===== src/rtl/rnn_pkg.sv =====
`default_nettype none
// ============================================================================
//  Module      : rnn_pkg
//  Description : Shared widths, state encoding, buffer selects and constants
//                for the 3x3 simple-RNN host controller.
//  Revision    : 1.0 - initial release
// ============================================================================
package rnn_pkg;

    // Word and vector geometry
    localparam int DATA_W = 32;
    localparam int N_ELEM = 9;
    localparam int ADDR_W = 4;

    // Controller state encoding (IDLE, SEND, WAIT, RECV, DONE)
    typedef logic [2:0] rnn_state_t;
    localparam logic [2:0] ST_IDLE = 3'd0;
    localparam logic [2:0] ST_SEND = 3'd1;
    localparam logic [2:0] ST_WAIT = 3'd2;
    localparam logic [2:0] ST_RECV = 3'd3;
    localparam logic [2:0] ST_DONE = 3'd4;

    // cfg_sel encodings
    localparam logic [1:0] SEL_U = 2'd0;
    localparam logic [1:0] SEL_W = 2'd1;
    localparam logic [1:0] SEL_V = 2'd2;
    localparam logic [1:0] SEL_X = 2'd3;

    // IEEE-754 +0.0, driven on the data buses while valids are low
    localparam logic [DATA_W-1:0] FP_ZERO = '0;

endpackage
`default_nettype wire


===== src/rtl/rnn_vec_buf.sv =====
`default_nettype none
// ============================================================================
//  Module      : rnn_vec_buf
//  Description : DEPTH x WIDTH register file, one write port, one
//                combinational read port. Out-of-range writes are dropped,
//                out-of-range reads return zero.
//  Revision    : 1.0 - initial release
// ============================================================================
module rnn_vec_buf
    import rnn_pkg::*;
#(
    parameter int WIDTH = DATA_W,
    parameter int DEPTH = N_ELEM
) (
    input  logic              clk,
    input  logic              rst_n,
    input  logic              we,
    input  logic [ADDR_W-1:0] waddr,
    input  logic [WIDTH-1:0]  wdata,
    input  logic [ADDR_W-1:0] raddr,
    output logic [WIDTH-1:0]  rdata
);

    logic [WIDTH-1:0] r_mem [DEPTH];

    // Storage: cleared on reset, one element written per enabled cycle
    always_ff @(posedge clk or negedge rst_n) begin
        if (!rst_n) begin
            for (int e = 0; e < DEPTH; e++) r_mem[e] <= '0;
        end else begin
            for (int e = 0; e < DEPTH; e++) begin
                if (we && (waddr == ADDR_W'(e))) r_mem[e] <= wdata;
            end
        end
    end

    // Read mux: any address past the last element reads as zero
    always_comb begin
        rdata = '0;
        for (int e = 0; e < DEPTH; e++) begin
            if (raddr == ADDR_W'(e)) rdata = r_mem[e];
        end
    end

endmodule
`default_nettype wire


===== src/rtl/rnn_host_ctrl.sv =====
`default_nettype none
// ============================================================================
//  Module      : rnn_host_ctrl
//  Description : Host-side driver/collector for the 3x3 simple-RNN
//                accelerator. Streams one U/W/V/X frame as a 9-beat burst and
//                captures the 9-beat result burst into a readable buffer.
//  Revision    : 1.0 - initial release
// ============================================================================
module rnn_host_ctrl
    import rnn_pkg::*;
#(
    parameter int TIMEOUT = 63
) (
    input  logic              clk,
    input  logic              rst_n,
    input  logic              cfg_we,
    input  logic [1:0]        cfg_sel,
    input  logic [ADDR_W-1:0] cfg_addr,
    input  logic [DATA_W-1:0] cfg_wdata,
    input  logic              start,
    output logic              busy,
    output logic              done,
    output logic              timeout_err,
    output logic              frame_err,
    input  logic [ADDR_W-1:0] rd_addr,
    output logic [DATA_W-1:0] rd_data,
    output logic              in_valid_u,
    output logic              in_valid_w,
    output logic              in_valid_v,
    output logic              in_valid_x,
    output logic [DATA_W-1:0] weight_u,
    output logic [DATA_W-1:0] weight_w,
    output logic [DATA_W-1:0] weight_v,
    output logic [DATA_W-1:0] data_x,
    input  logic              out_valid,
    input  logic [DATA_W-1:0] out
);

    localparam int c_CNT_W = $clog2(TIMEOUT + 1);

    rnn_state_t          r_state;
    logic [ADDR_W-1:0]   r_idx;       // next element to put on the bus
    logic [ADDR_W-1:0]   r_k;         // next result slot to capture
    logic [c_CNT_W-1:0]  r_wait_cnt;
    logic                r_valid;
    logic [DATA_W-1:0]   r_wu, r_ww, r_wv, r_wx;
    logic                r_busy, r_done, r_to_err, r_fr_err;
    logic [DATA_W-1:0]   r_rd_data;

    logic                w_cfg_ok;
    logic [ADDR_W-1:0]   w_src_idx;
    logic [DATA_W-1:0]   w_u, w_w, w_v, w_x, w_res_rd;
    logic                w_res_we;
    logic [ADDR_W-1:0]   w_res_addr;

    // Buffer write qualification, send index and result capture steering
    always_comb begin
        w_cfg_ok   = cfg_we && (r_state == ST_IDLE);
        // In IDLE the start edge loads element 0 straight onto the bus
        w_src_idx  = (r_state == ST_IDLE) ? '0 : r_idx;
        w_res_we   = out_valid && ((r_state == ST_WAIT) || (r_state == ST_RECV));
        w_res_addr = (r_state == ST_WAIT) ? '0 : r_k;
    end

    rnn_vec_buf u_buf_u (
        .clk(clk), .rst_n(rst_n), .we(w_cfg_ok && (cfg_sel == SEL_U)),
        .waddr(cfg_addr), .wdata(cfg_wdata), .raddr(w_src_idx), .rdata(w_u)
    );
    rnn_vec_buf u_buf_w (
        .clk(clk), .rst_n(rst_n), .we(w_cfg_ok && (cfg_sel == SEL_W)),
        .waddr(cfg_addr), .wdata(cfg_wdata), .raddr(w_src_idx), .rdata(w_w)
    );
    rnn_vec_buf u_buf_v (
        .clk(clk), .rst_n(rst_n), .we(w_cfg_ok && (cfg_sel == SEL_V)),
        .waddr(cfg_addr), .wdata(cfg_wdata), .raddr(w_src_idx), .rdata(w_v)
    );
    rnn_vec_buf u_buf_x (
        .clk(clk), .rst_n(rst_n), .we(w_cfg_ok && (cfg_sel == SEL_X)),
        .waddr(cfg_addr), .wdata(cfg_wdata), .raddr(w_src_idx), .rdata(w_x)
    );
    rnn_vec_buf u_buf_res (
        .clk(clk), .rst_n(rst_n), .we(w_res_we),
        .waddr(w_res_addr), .wdata(out), .raddr(rd_addr), .rdata(w_res_rd)
    );

    // Frame sequencing plus all registered outputs
    always_ff @(posedge clk or negedge rst_n) begin
        if (!rst_n) begin
            r_state    <= ST_IDLE;
            r_idx      <= '0;
            r_k        <= '0;
            r_wait_cnt <= '0;
            r_valid    <= 1'b0;
            r_wu       <= FP_ZERO;
            r_ww       <= FP_ZERO;
            r_wv       <= FP_ZERO;
            r_wx       <= FP_ZERO;
            r_busy     <= 1'b0;
            r_done     <= 1'b0;
            r_to_err   <= 1'b0;
            r_fr_err   <= 1'b0;
            r_rd_data  <= '0;
        end else begin
            r_rd_data <= w_res_rd;
            // done is raised on the cycle after DONE, as DONE hands back to IDLE
            r_done    <= (r_state == ST_DONE);
            r_valid   <= 1'b0;
            r_wu      <= FP_ZERO;
            r_ww      <= FP_ZERO;
            r_wv      <= FP_ZERO;
            r_wx      <= FP_ZERO;
            case (r_state)
                ST_IDLE: begin
                    if (start) begin
                        r_to_err <= 1'b0;
                        r_fr_err <= 1'b0;
                        r_valid  <= 1'b1;
                        r_wu     <= w_u;
                        r_ww     <= w_w;
                        r_wv     <= w_v;
                        r_wx     <= w_x;
                        r_idx    <= ADDR_W'(1);
                        r_busy   <= 1'b1;
                        r_state  <= ST_SEND;
                    end
                end
                ST_SEND: begin
                    if (r_idx == ADDR_W'(N_ELEM)) begin
                        r_wait_cnt <= '0;
                        r_state    <= ST_WAIT;
                    end else begin
                        r_valid <= 1'b1;
                        r_wu    <= w_u;
                        r_ww    <= w_w;
                        r_wv    <= w_v;
                        r_wx    <= w_x;
                        r_idx   <= r_idx + 1'b1;
                    end
                end
                ST_WAIT: begin
                    if (out_valid) begin
                        r_k     <= ADDR_W'(1);
                        r_state <= ST_RECV;
                    end else if (r_wait_cnt == c_CNT_W'(TIMEOUT - 1)) begin
                        r_to_err <= 1'b1;
                        r_state  <= ST_DONE;
                    end else begin
                        r_wait_cnt <= r_wait_cnt + 1'b1;
                    end
                end
                ST_RECV: begin
                    if (out_valid) begin
                        if (r_k == ADDR_W'(N_ELEM - 1)) r_state <= ST_DONE;
                        else                            r_k     <= r_k + 1'b1;
                    end else begin
                        r_fr_err <= 1'b1;
                        r_state  <= ST_DONE;
                    end
                end
                ST_DONE: begin
                    r_busy  <= 1'b0;
                    r_state <= ST_IDLE;
                end
                default: begin
                    r_busy  <= 1'b0;
                    r_state <= ST_IDLE;
                end
            endcase
        end
    end

    assign busy        = r_busy;
    assign done        = r_done;
    assign timeout_err = r_to_err;
    assign frame_err   = r_fr_err;
    assign rd_data     = r_rd_data;
    assign in_valid_u  = r_valid;
    assign in_valid_w  = r_valid;
    assign in_valid_v  = r_valid;
    assign in_valid_x  = r_valid;
    assign weight_u    = r_wu;
    assign weight_w    = r_ww;
    assign weight_v    = r_wv;
    assign data_x      = r_wx;

endmodule
`default_nettype wire


===== config.mk =====
export PLATFORM = sky130hd
export DESIGN_NAME = rnn_host_ctrl
export DESIGN_NICKNAME = d
export VERILOG_FILES = /design/src/rtl/rnn_pkg.sv /design/src/rtl/rnn_vec_buf.sv /design/src/rtl/rnn_host_ctrl.sv
export SDC_FILE = /design/constraint.sdc
export NUM_CORES = 2
export LEC_CHECK = 0
export BUFFER_PORTS_ARGS = -buffer_cell sky130_fd_sc_hd__buf_2
export CAP_MARGIN = 20
export CORE_MARGIN = 10
export CORE_UTILIZATION = 56
export DETAILED_ROUTE_END_ITERATION = 10
export GPL_ROUTABILITY_DRIVEN = 0
export HOLD_SLACK_MARGIN = 0.02
export PLACE_DENSITY = 0.86
export SYNTH_ARGS = -nofsm -noshare
export SYNTH_HDL_FRONTEND = slang
export SYNTH_SLANG_ARGS = --single-unit

===== constraint.sdc =====
create_clock -name clk -period 2.66 [get_ports clk]
set_input_delay 0 -clock clk [delete_from_list [all_inputs] [get_ports clk]]
set_output_delay 0 -clock clk [all_outputs]
set_load 0.01 [all_outputs]

==> results.toml <==
[setup_path]
crit_path_start_kind = "flop"
end_kind = "flop"
cp-startpoint = "r_state[1]"
reg2reg_depth = 8
regToRegSetupSlack_ps = -30
arrival_ps = 3370
timing_worst_setup_path_type = "reg2reg"
reg2reg_from = "r_state[1]"
path_max_fanout = 45
r2r-end = "weight_u[13]"
crit_required_ps = 3340
cp-endpoint = "weight_u[13]"

[finish]
syn_to_final_growth_pct = 14.5
finalInstanceArea_um2 = 83100
finish.utilization = 0.643
fin_nets = 5938
drive_gt1_frac = 0.367
n_fill_cell = 8680

[floorplan]
core-area_um2 = 129000
die_area_um2 = 144000
die_h_um = 380
io_pins = 247
fp-row-count = 132
die_x_um = 380
start_util = 0.562

[outcome]
status = "finished with violations"
violations = "negative setup slack"

[yosys]
synthSimpleGateAreaFrac = 0.0587
synth_top_family_by_area = "multiplexers"
yosysSeqAreaShare = 0.559
synthTopCellsByArea = "dfrtp_1 (56%), mux2_2 (21%), mux2_1 (2.7%)"
synth-xor-area-share = 0.000603
synth_flop_cell = "dfrtp_1"
postSynthCellCount = 5670
synth_seq_cells = 1622
synth_top_area_frac = 0.559
synth_edf_count = 0
synthAdderAreaFrac = 0.00103
syn_nets = 5755
synth_cell_types = 67
syn_area_per_cell_um2 = 12.8
yosysTopAreaCell = "dfrtp_1"
yosys_warnings = 0
muxShareOfSynthArea = 0.251
async_reset_ff_frac = 1.00
synth_area_um2 = 72600
synth_compound_area_frac = 0.0958

[clock_tree]
cts-htree-levels = 4
clkLatencyLatePin_ps = 820
clk_path_buf_depth = 3
cts_buffers = 162
cts.sinks = 1622
clk_pin_slew_ps = 60
cts_tree = "yes"
cts_root_buf = "clkbuf_16"

[power]
p_leak_nw = 40.4
p_per_area_nw_per_um2 = 949
vdd_drop_max_uv = 1150

[route]
wirelength_mm = 217
postRouteAntennaNets = 0
via_per_inst = 6.74
drtIter0Drc = 6399
drt-pass1-iter-count = 6
wire_per_inst_um = 28.0
drc = 0
vias = 52092

[sta]
max-slew-margin-rel = 0.347
slew_viol_final = 0
fin_ws_ps = -31.9
post-route-period-util = 1.01
worst_pin_slew_ps = 980
hold_viol_final = 0
period_minus_slack_ps = 2690
fmax_ghz = 0.371
setup_tns_ps = -31.9
fin_worst_skew_ps = 21.1
rsz0062_at_grt = "true"
setup_viol = 1

[placed_design]
place_hpwl_mm = 124
place_area_um2 = 76600
io_buffer_count = 246
dp_slack_ps = 47.2

[run]
drv_cap = 0

[global_routing]
grt_usage = 0.289
grt_max_degree = 136
grt_overflow_total = 0
grt_pass1_vias = 54548
grt_pass1_wl_mm = 329
antenna_found_initial = 10

[min_path]
hold_class = "in2reg"
## flip-flops by register name (all words and copies together), names as in the netlist, 32 cells and up
register         count
u_buf_w.r_mem      288
weight_v            32
rd_data             32
data_x              32
weight_u            32
u_buf_x.r_mem      288
u_buf_u.r_mem      288
weight_w            32
u_buf_v.r_mem      288
u_buf_res.r_mem    288
## metrics by stage
| stage | total power, mW | cells | hold slack, ps |
|---|---|---|---|
| global placement | 53.0 | 7335 | -103 |
| detailed placement | 54.1 | 7335 | -99.1 |
| CTS | 77.8 | 7704 | 55.1 |
| global route | 81.3 | 7718 | 121 |
| floorplan | 45.4 | 5670 | -296 |
| finish | 78.8 | 7725 | 95.9 |
## layout by cell type (no fill, tap or decap), types with 114 or more instances in the layout
cell       netlist  routed
dfrtp_1       1622    1619
mux2_2        1384    1384
nand2_1        310     287
buf_2           80     244
o21ai_0        200     200
a21oi_1        178     178
mux2_1         171     171
clkbuf_16        0     165
a22oi_1        157     157
buf_4           15     146
o22ai_1        142     142
a22o_1         128     128
nand3_1        123     121
nor2b_1        122     120
a221oi_1       116     114
## per-layer routing
| metal | GRT usage | vias to the layer above | part of all wire |
|---|---|---|---|
| met5 | 0 | - | 0.00033 |
| met4 | 0.149 | 12 | 0.054 |
| met3 | 0.0734 | 792 | 0.10 |
| met2 | 0.471 | 3323 | 0.48 |
| met1 | 0.355 | 26943 | 0.36 |
| li1 | - | 21022 | - |
## worst min-delay path by stage
stage	to	from	depth (start not counted)	slack, ps
floorplan	busy	rst_n	0	-300
global placement	u_buf_res.r_mem[99]	rst_n	1	-100
detailed placement	u_buf_res.r_mem[99]	rst_n	1	-100
CTS	u_buf_res.r_mem[276]	out[20]	3	60
global route	u_buf_res.r_mem[19]	out[19]	3	120
finish	u_buf_res.r_mem[172]	out[12]	3	100
## timing repair
action                      CTS  global route
gates cloned                  0             2
setup endpoints to repair     2           115
buffers inserted              0            10
hold buffers                 84             0
gates resized for setup       2             6
hold endpoints to repair   3032             0
pin swaps                     0             3
## synth_stat cells (18+ instances only)
cell,n
a21oi_1,178
a221o_1,18
a221oi_1,116
a22o_1,128
a22oi_1,157
buf_1,96
buf_2,80
buf_6,24
clkbuf_1,330
dfrtp_1,1622
mux2_1,171
mux2_2,1384
mux2i_1,69
nand2_1,310
nand3_1,123
nand3b_1,99
nor2_1,101
nor2b_1,122
o211ai_1,19
o21ai_0,200
o22ai_1,142
## final cells by class
class                           count  area [um^2]  share of cell area
Antenna cell                        9         22.5            0.000271
Multi-Input combinational cell   3489        29800               0.359
Sequential cell                  1622        40600               0.489
Timing Repair Buffer              564         4950              0.0595
Inverter                           14         52.6            0.000633
Clock inverter                     55          739             0.00890
Tap cell                         1742         2180              0.0262
Clock buffer                      230         4710              0.0567
## power by group
group	switching [mW]	internal, mW
logic	14.0	8.77
clock network	10.0	13.5
registers	2.97	29.6
total	27.0	51.8
## cell families after synthesis
family / after synthesis
xor+xnor: 5
buf+inv: 560
compound gates: 1025
fa+ha+maj: 6
simple gates: 827
flops: 1622
mux: 1625
## worst max-delay path: stages (launching register included)
cell     delay [ps]
dfrtp_1         420
buf_4           190
or3_4           470
buf_4           250
nand3_4         190
buf_12          280
buf_4           260
o21ai_0         140
o22ai_1         340
No activity file was read; power rests on OpenSTA's default activity.
